[src/rtl/hazard_ctrl_pkg.sv]
// Shared types and constants for the pipeline hazard controller.
// FSM encoding, register-zero constant and the bubble/penalty counter width.
package hazard_ctrl_pkg;

  localparam int unsigned CNT_BITS = 3;
  localparam logic [4:0]  REG_ZERO = 5'd0;

  typedef enum logic [1:0] {
    StRun     = 2'd0,
    StLuWait  = 2'd1,
    StBrFlush = 2'd2
  } state_e;

  // A source operand conflicts with a destination unless it is unused or $0.
  function automatic logic reg_hit(input logic uses, input logic [4:0] src,
                                   input logic [4:0] dst);
    return uses && (src == dst) && (dst != REG_ZERO);
  endfunction

endpackage

[src/rtl/hazard_perf_cnt.sv]
// Saturating event counter with enable, cleared by the asynchronous active-low reset.
module hazard_perf_cnt #(
  parameter int unsigned CNT_W = 32
) (
  input  logic             clk,
  input  logic             rst,
  input  logic             en,
  output logic [CNT_W-1:0] count
);

  logic [CNT_W-1:0] count_q;

  always_ff @(posedge clk or negedge rst) begin
    if (!rst) begin
      count_q <= '0;
    end else if (en && (count_q != '1)) begin
      count_q <= count_q + CNT_W'(1);
    end
  end

  assign count = count_q;

endmodule

[src/rtl/hazard_ctrl.sv]
// Load-use bubble and branch/jump squash sequencer for the 5-stage MIPS pipeline.
// Optional perf counters are built only when HAZARD_PERF_CNT_EN is defined.
module hazard_ctrl
  import hazard_ctrl_pkg::*;
#(
  parameter int unsigned LU_BUBBLES = 1,
  parameter int unsigned BR_PENALTY = 1,
  parameter int unsigned CNT_W      = 32
) (
  input  logic             clk,
  input  logic             rst,
  input  logic [4:0]       id_rs,
  input  logic [4:0]       id_rt,
  input  logic             id_uses_rs,
  input  logic             id_uses_rt,
  input  logic             ex_memread,
  input  logic [4:0]       ex_wreg,
  input  logic             ex_branch_taken,
  input  logic             ex_jump,
  input  logic             mem_busy,
  output logic             pc_stall,
  output logic             ifid_stall,
  output logic             ifid_flush,
  output logic             idex_flush,
  output logic             pipe_freeze,
  output logic [CNT_W-1:0] perf_stall_cnt,
  output logic [CNT_W-1:0] perf_flush_cnt
);

  localparam logic [CNT_BITS-1:0] LuCntInit = CNT_BITS'(LU_BUBBLES - 1);
  localparam logic [CNT_BITS-1:0] BrCntInit = CNT_BITS'(BR_PENALTY - 1);
  localparam logic [CNT_BITS-1:0] CntOne    = CNT_BITS'(1);

  state_e              state_q, state_d;
  logic [CNT_BITS-1:0] cnt_q, cnt_d;

  logic lu_hit, redir, redir_accept;
  logic pc_stall_c, ifid_stall_c, ifid_flush_c, idex_flush_c, pipe_freeze_c;

  assign lu_hit = ex_memread &&
                  (reg_hit(id_uses_rs, id_rs, ex_wreg) || reg_hit(id_uses_rt, id_rt, ex_wreg));
  assign redir  = ex_branch_taken || ex_jump;

  always_ff @(posedge clk or negedge rst) begin
    if (!rst) begin
      state_q <= StRun;
      cnt_q   <= '0;
    end else begin
      state_q <= state_d;
      cnt_q   <= cnt_d;
    end
  end

  always_comb begin
    state_d       = state_q;
    cnt_d         = cnt_q;
    redir_accept  = 1'b0;
    pc_stall_c    = 1'b0;
    ifid_stall_c  = 1'b0;
    ifid_flush_c  = 1'b0;
    idex_flush_c  = 1'b0;
    pipe_freeze_c = 1'b0;

    if (mem_busy) begin
      // Whole pipeline holds; sequencing resumes where it left off.
      pc_stall_c    = 1'b1;
      ifid_stall_c  = 1'b1;
      pipe_freeze_c = 1'b1;
    end else begin
      unique case (state_q)
        StRun, StLuWait: begin
          if (redir) begin
            // A redirect also discards any remaining load-use bubbles.
            redir_accept = 1'b1;
            ifid_flush_c = 1'b1;
            idex_flush_c = 1'b1;
            if (BR_PENALTY > 1) begin
              state_d = StBrFlush;
              cnt_d   = BrCntInit;
            end else begin
              state_d = StRun;
              cnt_d   = '0;
            end
          end else if (state_q == StLuWait) begin
            pc_stall_c   = 1'b1;
            ifid_stall_c = 1'b1;
            idex_flush_c = 1'b1;
            cnt_d        = cnt_q - CntOne;
            if (cnt_q == CntOne) begin
              state_d = StRun;
            end
          end else if (lu_hit) begin
            pc_stall_c   = 1'b1;
            ifid_stall_c = 1'b1;
            idex_flush_c = 1'b1;
            if (LU_BUBBLES > 1) begin
              state_d = StLuWait;
              cnt_d   = LuCntInit;
            end
          end
        end
        StBrFlush: begin
          // The ID instruction is on the wrong path, so lu_hit is ignored.
          ifid_flush_c = 1'b1;
          idex_flush_c = 1'b1;
          cnt_d        = cnt_q - CntOne;
          if (cnt_q == CntOne) begin
            state_d = StRun;
          end
        end
        default: begin
          state_d = StRun;
          cnt_d   = '0;
        end
      endcase
    end
  end

  // Outputs are combinational, so they must be masked while reset is held.
  assign pc_stall    = rst && pc_stall_c;
  assign ifid_stall  = rst && ifid_stall_c;
  assign ifid_flush  = rst && ifid_flush_c;
  assign idex_flush  = rst && idex_flush_c;
  assign pipe_freeze = rst && pipe_freeze_c;

`ifdef HAZARD_PERF_CNT_EN
  hazard_perf_cnt #(
    .CNT_W(CNT_W)
  ) u_stall_cnt (
    .clk  (clk),
    .rst  (rst),
    .en   (pc_stall),
    .count(perf_stall_cnt)
  );

  hazard_perf_cnt #(
    .CNT_W(CNT_W)
  ) u_flush_cnt (
    .clk  (clk),
    .rst  (rst),
    .en   (redir_accept),
    .count(perf_flush_cnt)
  );
`else
  logic unused_redir_accept;
  assign unused_redir_accept = redir_accept;
  assign perf_stall_cnt      = '0;
  assign perf_flush_cnt      = '0;
`endif

endmodule

[config.mk]
export PLATFORM = sky130hd
export DESIGN_NAME = hazard_ctrl
export DESIGN_NICKNAME = d
export VERILOG_FILES = /design/src/rtl/hazard_ctrl_pkg.sv /design/src/rtl/hazard_perf_cnt.sv /design/src/rtl/hazard_ctrl.sv
export SDC_FILE = /design/constraint.sdc
export NUM_CORES = 1
export LEC_CHECK = 0
export CAP_MARGIN = 20
export CORE_MARGIN = 4
export CORE_UTILIZATION = 28
export DETAILED_ROUTE_END_ITERATION = 7
export GPL_TIMING_DRIVEN = 0
export PLACE_DENSITY = 0.86
export SYNTH_ARGS = -nofsm -noshare
export SYNTH_HDL_FRONTEND = slang
export SYNTH_HIERARCHICAL = 1
export SYNTH_SLANG_ARGS = --single-unit
[constraint.sdc]
create_clock -name clk -period 1.8 [get_ports clk]
set_clock_uncertainty 0.1 [all_clocks]
set_input_delay 0.45 -clock clk [delete_from_list [all_inputs] [get_ports clk]]
set_output_delay 0.45 -clock clk [all_outputs]
set_load 0.01 [all_outputs]
## Word level (Yosys, flattened, before mapping)

Cells that the tools add are included.

| storage, ports and cells | value |
|---|---|
| output and inout port bits | 69 |
| word-level logic and storage cells | 44 |
| bits in registers | 5 |
| input port bits | 23 |

| cells by class | value |
|---|---|
| multiplexer cells | 19 |
| reduce and logical (&&, ||, !) cells | 15 |
| $add $sub $neg | 1 |
| bitwise gates (word level) | 1 |
| eq/ne operators | 6 |

Operators by type and width:

| kind | number |
|---|---|
| $eq 5x5->1 | 2 |
| $mux 1 | 10 |
| $logic_and 1x1->1 | 9 |
| $mux 2 | 3 |
| $mux 3 | 2 |
| $pmux 3 s2 | 1 |
| $reduce_bool 5->1 | 1 |
| $pmux 1 s2 | 2 |
| $pmux 2 s2 | 1 |
| $eq 3x1->1 const B | 1 |
| $ne 3x3->1 const B | 1 |
| $sub 3x1->3 const B | 1 |
| $eq 2x1->1 const B | 1 |
| $eq 2x2->1 const B | 1 |
| $logic_not 2->1 | 1 |
| $logic_or 1x1->1 | 2 |
| $reduce_and 2->1 | 1 |
| $reduce_or 2->1 | 1 |
| $not 1->1 | 1 |

## Depth between registers and ports, before layout

| logic depth | value |
|---|---|
| word-level depth | 11 |
| mapped depth | 6 |

## Least setup slack after synthesis

Ideal clock, no wire load.

| path | value |
|---|---|
| kind | input to output |
| start point | in ex_wreg[1] |
| end point | out pc_stall |
| required time | 1.250 ns |
| arrival | 1.484 ns |
| stages on the path | 5 |
| setup slack | -0.234 ns |
| path buffers | 1 |
| path through | or4_1 o21a_1 nand3_1 o21ai_1 buf_4 |

| on the way | value |
|---|---|
| cells in the longest elaborated chain, start to end | 11 |
| elaborated cells between the ends (all ways) | 15 |
| classes of those cells | 2 x eq/ne; 5 x mux; 8 x reduce/logical |

RTL lines:

| what | RTL line | text |
|---|---|---|
| start: declaration | hazard_ctrl.sv:17 | `input logic [4:0] ex_wreg,` |
| $eq 5x5->1 | hazard_ctrl_pkg.sv:17 | `return uses && (src == dst) && (dst != REG_ZERO);` |
| $logic_and 1x1->1 (2 in series) | hazard_ctrl_pkg.sv:17 |  |
| $logic_or 1x1->1 (*) | hazard_ctrl.sv:41 | `(reg_hit(id_uses_rs, id_rs, ex_wreg) \|\| reg_hit(id_uses_rt, id_rt, ex_wreg));` |
| $logic_and 1x1->1 (*) | hazard_ctrl.sv:40 | `assign lu_hit = ex_memread &&` |
| $mux 1 (*) (5 in series) | -- |  |
| $logic_and 1x1->1 (*) | -- |  |
| end: declaration | hazard_ctrl.sv:21 | `output logic pc_stall,` |

Every way passes the cells marked *; elsewhere a longest branch is shown, timed or not.

## Worst setup path after layout

| path | value |
|---|---|
| start point | in ex_wreg[3] |
| end point | out pc_stall |

| on the way | value |
|---|---|
| cells in the longest elaborated chain, start to end | 11 |
| elaborated cells between the ends (all ways) | 15 |
| classes of those cells | 2 x eq/ne; 5 x mux; 8 x reduce/logical |

RTL lines:

| what | RTL line | text |
|---|---|---|
| $eq 5x5->1 | hazard_ctrl_pkg.sv:17 |  |
| $logic_and 1x1->1 (2 in series) | hazard_ctrl_pkg.sv:17 |  |
| $logic_or 1x1->1 (*) | hazard_ctrl.sv:41 |  |
| $logic_and 1x1->1 (*) | hazard_ctrl.sv:40 |  |
| $mux 1 (*) | hazard_ctrl.sv:92 | `end else if (lu_hit) begin` |
| $mux 1 (*) | hazard_ctrl.sv:84 | `end else if (state_q == StLuWait) begin` |
| $mux 1 (*) | hazard_ctrl.sv:72 | `if (redir) begin` |
| $mux 1 (*) | hazard_ctrl.sv:70 | `unique case (state_q)` |
| $mux 1 (*) | hazard_ctrl.sv:64 | `if (mem_busy) begin` |
| $logic_and 1x1->1 (*) | hazard_ctrl.sv:120 | `assign pc_stall = rst && pc_stall_c;` |

Marked as above.

==> results.tsv <==
stage	metric	value	unit
synthesis	yosysTopAreaCell	buf_4	
floorplanning	io_pins	92	
worst_setup_path	start_kind	input pin	
worst_setup_path	cp-end-kind	output port	
global_route	met2_usage	0.1956	
synthesis	synthFlopType	dfrtp_1	
layout	fillCellCount	325	
sta	rsz0062_at_grt	true	
cts	cts_max_level	1	
synthesis	synthCells	126	
route	routed_via_density	3.409	
placement	gp_congestion	0.7491	
synthesis	syn_area_per_cell	7.865	um2
run_status	status	complete, but fails checks	
route	firstDrtPassIters	4	
cts	numCtsBuffers	3	
worst_setup_path	cp_slowest_cell	or4_4	
job	maxCapViolCount	0	
cts	path_clk_slew	0.05	ns
power	finalPower	862.1	uW
global_route	grt_max_degree	11	
sta	hold_viol	0	
power	peakVddDrop	0.1803	mV
route	finalWirelength	2.519	mm
synthesis	synth-edff-count	0	
cts	worstSkewPairLatency	0.25	ns
route	initialDrtViolationCount	7	
global_route	grt.busiest_layer	met2	
layout	antenna_cells	0	
floorplanning	die_x	67.49	um
layout	stdcell_area	0.001695	mm2
worst_setup_path	critPathMaxStageDelay	0.51	ns
route	final_antenna_net_count	0	
synthesis	ys_types	28	
global_route	antenna_found_initial	0	
global_route	grt_pass1_wl	3.401	mm
layout	multi_input_area	665.6	um2
synthesis	synth.most_common_cell	buf_4	
sta	final.min_clock_period	2.185	ns
worst_setup_path	required	1.25	ns
power	p_per_area	508.5	mW/mm2
synthesis	synth-async-reset-ratio	1.000	
floorplanning	dieHeight	67.49	um
placement	dp.final_hpwl	2.030	mm
min_path	hold_class	reg -> reg	
synthesis	synth_area	991.0	um2
floorplanning	initial_core_util	0.2924	
worst_setup_path	cp_max_fo	3	
route	drc	0	
sta	min_period_over_period	1.214	
worst_setup_path	cp_cell_sequence	buf_8, or4_4, o21a_1, nand3_2, o21ai_2, buf_4, buf_6	
layout	final_cells	274	
cts	root_buffer	clkbuf_4	
global_route	grt_usage	0.09880	
sta	fin_ws	-0.3848	ns
route	wire_per_inst	9.193	um
synthesis	synth_top_area_share	0.4924	
floorplanning	dieArea	0.004555	mm2
layout	fin_nets	254	
placement	place_inst	261	
layout	drive_gt1_frac	0.4737	
placement	place_area	0.001549	mm2
worst_setup_path	path_class	in -> out	
floorplanning	core	0.003390	mm2
synthesis	synth_area_leaders	buf_4, dfrtp_1, xor2_1, ha_1, o21ai_0	
global_route	met1_usage	0.08648	
worst_setup_path	arrival	1.63	ns
synthesis	synth_commonest_cells	buf_4, xor2_1, inv_1	
route	num_vias	934	
power	cellLeakagePower	0.0009746	uW
run_status	failed_checks	setup timing	
global_route	grt_use_met3	0.04493	
floorplanning	rows	21	
cts	cts_buffer_depth	2	
sta	max_freq	457.7	MHz
worst_setup_path	reg2reg_setup_slack	0.11	ns
layout	area_delta_synth_final	71.09	%
synthesis	synth-seq-cells	5	
global_route	grt_pass1_vias	808	
synthesis	yosysWarnings	6	
sta	setup_viol	4	
placement	io_buffers	26	
synthesis	seq_area_frac_synth	0.1263	
layout	ff_latch_area	126.4	um2
sta	slew_viol_final	0	
cts	clock_sinks	5	
cts	tritoncts	built	
global_route	grt_remaining_overflow	0	
kinds of logic (layout without fill, tap and decap cells):
| family | count (synthesis) | in the layout | share of synthesized area |
|---|---|---|---|
| compound gates | 20 | 20 | 0.1300 |
| xor+xnor | 10 | 10 | 0.08839 |
| fa+ha+maj | 2 | 2 | 0.02525 |
| buf+inv | 73 | 112 | 0.5303 |
| flops | 5 | 5 | 0.1263 |
| mux | 1 | 1 | 0.01010 |
| other cells | 1 | 64 | 0.003784 |
| simple gates | 14 | 14 | 0.08586 |
stage by stage:
| step | setup slack (ns) | hold WS [ns] | TNS (ns) | util |
|---|---|---|---|---|
| after floorplan | -0.2061 | 0.05441 | -0.2838 | - |
| after global placement | -1.182 | 0.4044 | -4.970 | 0.4570 |
| after detailed placement | -1.183 | 0.4144 | -5.075 | 0.4570 |
| after CTS | -0.4294 | 0.4223 | -1.240 | 0.4758 |
| after global routing | -0.4217 | 0.4575 | -1.376 | 0.5002 |
| final | -0.3848 | 0.4179 | -1.136 | 0.5002 |
layout make-up:
cell class,count,area share
Buffer,67,0.2974
Tap cell,46,0.03395
Sequential cell,5,0.07454
Inverter,6,0.01328
Multi-Input combinational cell,111,0.3926
Timing Repair Buffer,35,0.1727
Clock buffer,4,0.01550
final timing paths:
| path | from | endpoint | cells past startpoint |
|---|---|---|---|
| max in group asynchronous | rst | state_q[1] | 2 |
| min in group asynchronous | rst | cnt_q[0] | 2 |
| worst min-delay path | cnt_q[0] | cnt_q[0] | 1 |
| worst min register to register | cnt_q[0] | cnt_q[0] | 1 |
| worst max register to register | state_q[1] | cnt_q[2] | 7 |
| worst max-delay path | ex_wreg[3] | pc_stall | 7 |
repair_timing:
item	CTS	global route
gates resized for setup	83	13
pin swaps	15	7
hold buffers	1	0
hold endpoints to repair	5	0
setup endpoints to repair	5	5
buffers inserted	5	3
report_power, final:
group	internal (uW)	total, uW	switching (uW)
Clock	84.3	137	52.9
Combinational	274	530	256
Sequential	155	195	40.1
Total	513	862	349
cells in the final DEF, fill, tap and decap left out, types with 2 or more instances in the layout:
cell             netlist  layout
o21ai_2                0       2
conb_1                 1      64
buf_4                 65      74
ha_1                   2       2
dlygate4sd2_1          0       6
clkbuf_2               0       2
buf_8                  0       2
clkbuf_4               0       3
xnor2_1                2       2
o31ai_1                2       2
and2_1                 2       3
buf_2                  0       9
dfrtp_1                5       4
o21ai_0                5       4
buf_6                  1       2
a21oi_1                4       4
clkdlybuf4s50_1        0       3
inv_1                  6       6
nor2_1                 4       4
o21a_1                 3       3
xor2_1                 8       6
metal layers:
layer | routed length (um) | part of all wire
met5 | 0 | 0
met3 | 412 | 0.16
met4 | 14 | 0.0056
met1 | 748 | 0.30
met2 | 1344 | 0.53
critical path, delay by kind of cell:
kind                   cells  cell delay, ns
AOI/OAI and AO/OA          2            0.26
and+or+nand+nor            2            0.58
buffers and inverters      3            0.35
state kept, by name (all words and copies together), names as in the netlist:
register	count
cnt_q	3
state_q	2
No activity file was read; power rests on OpenSTA's default activity.
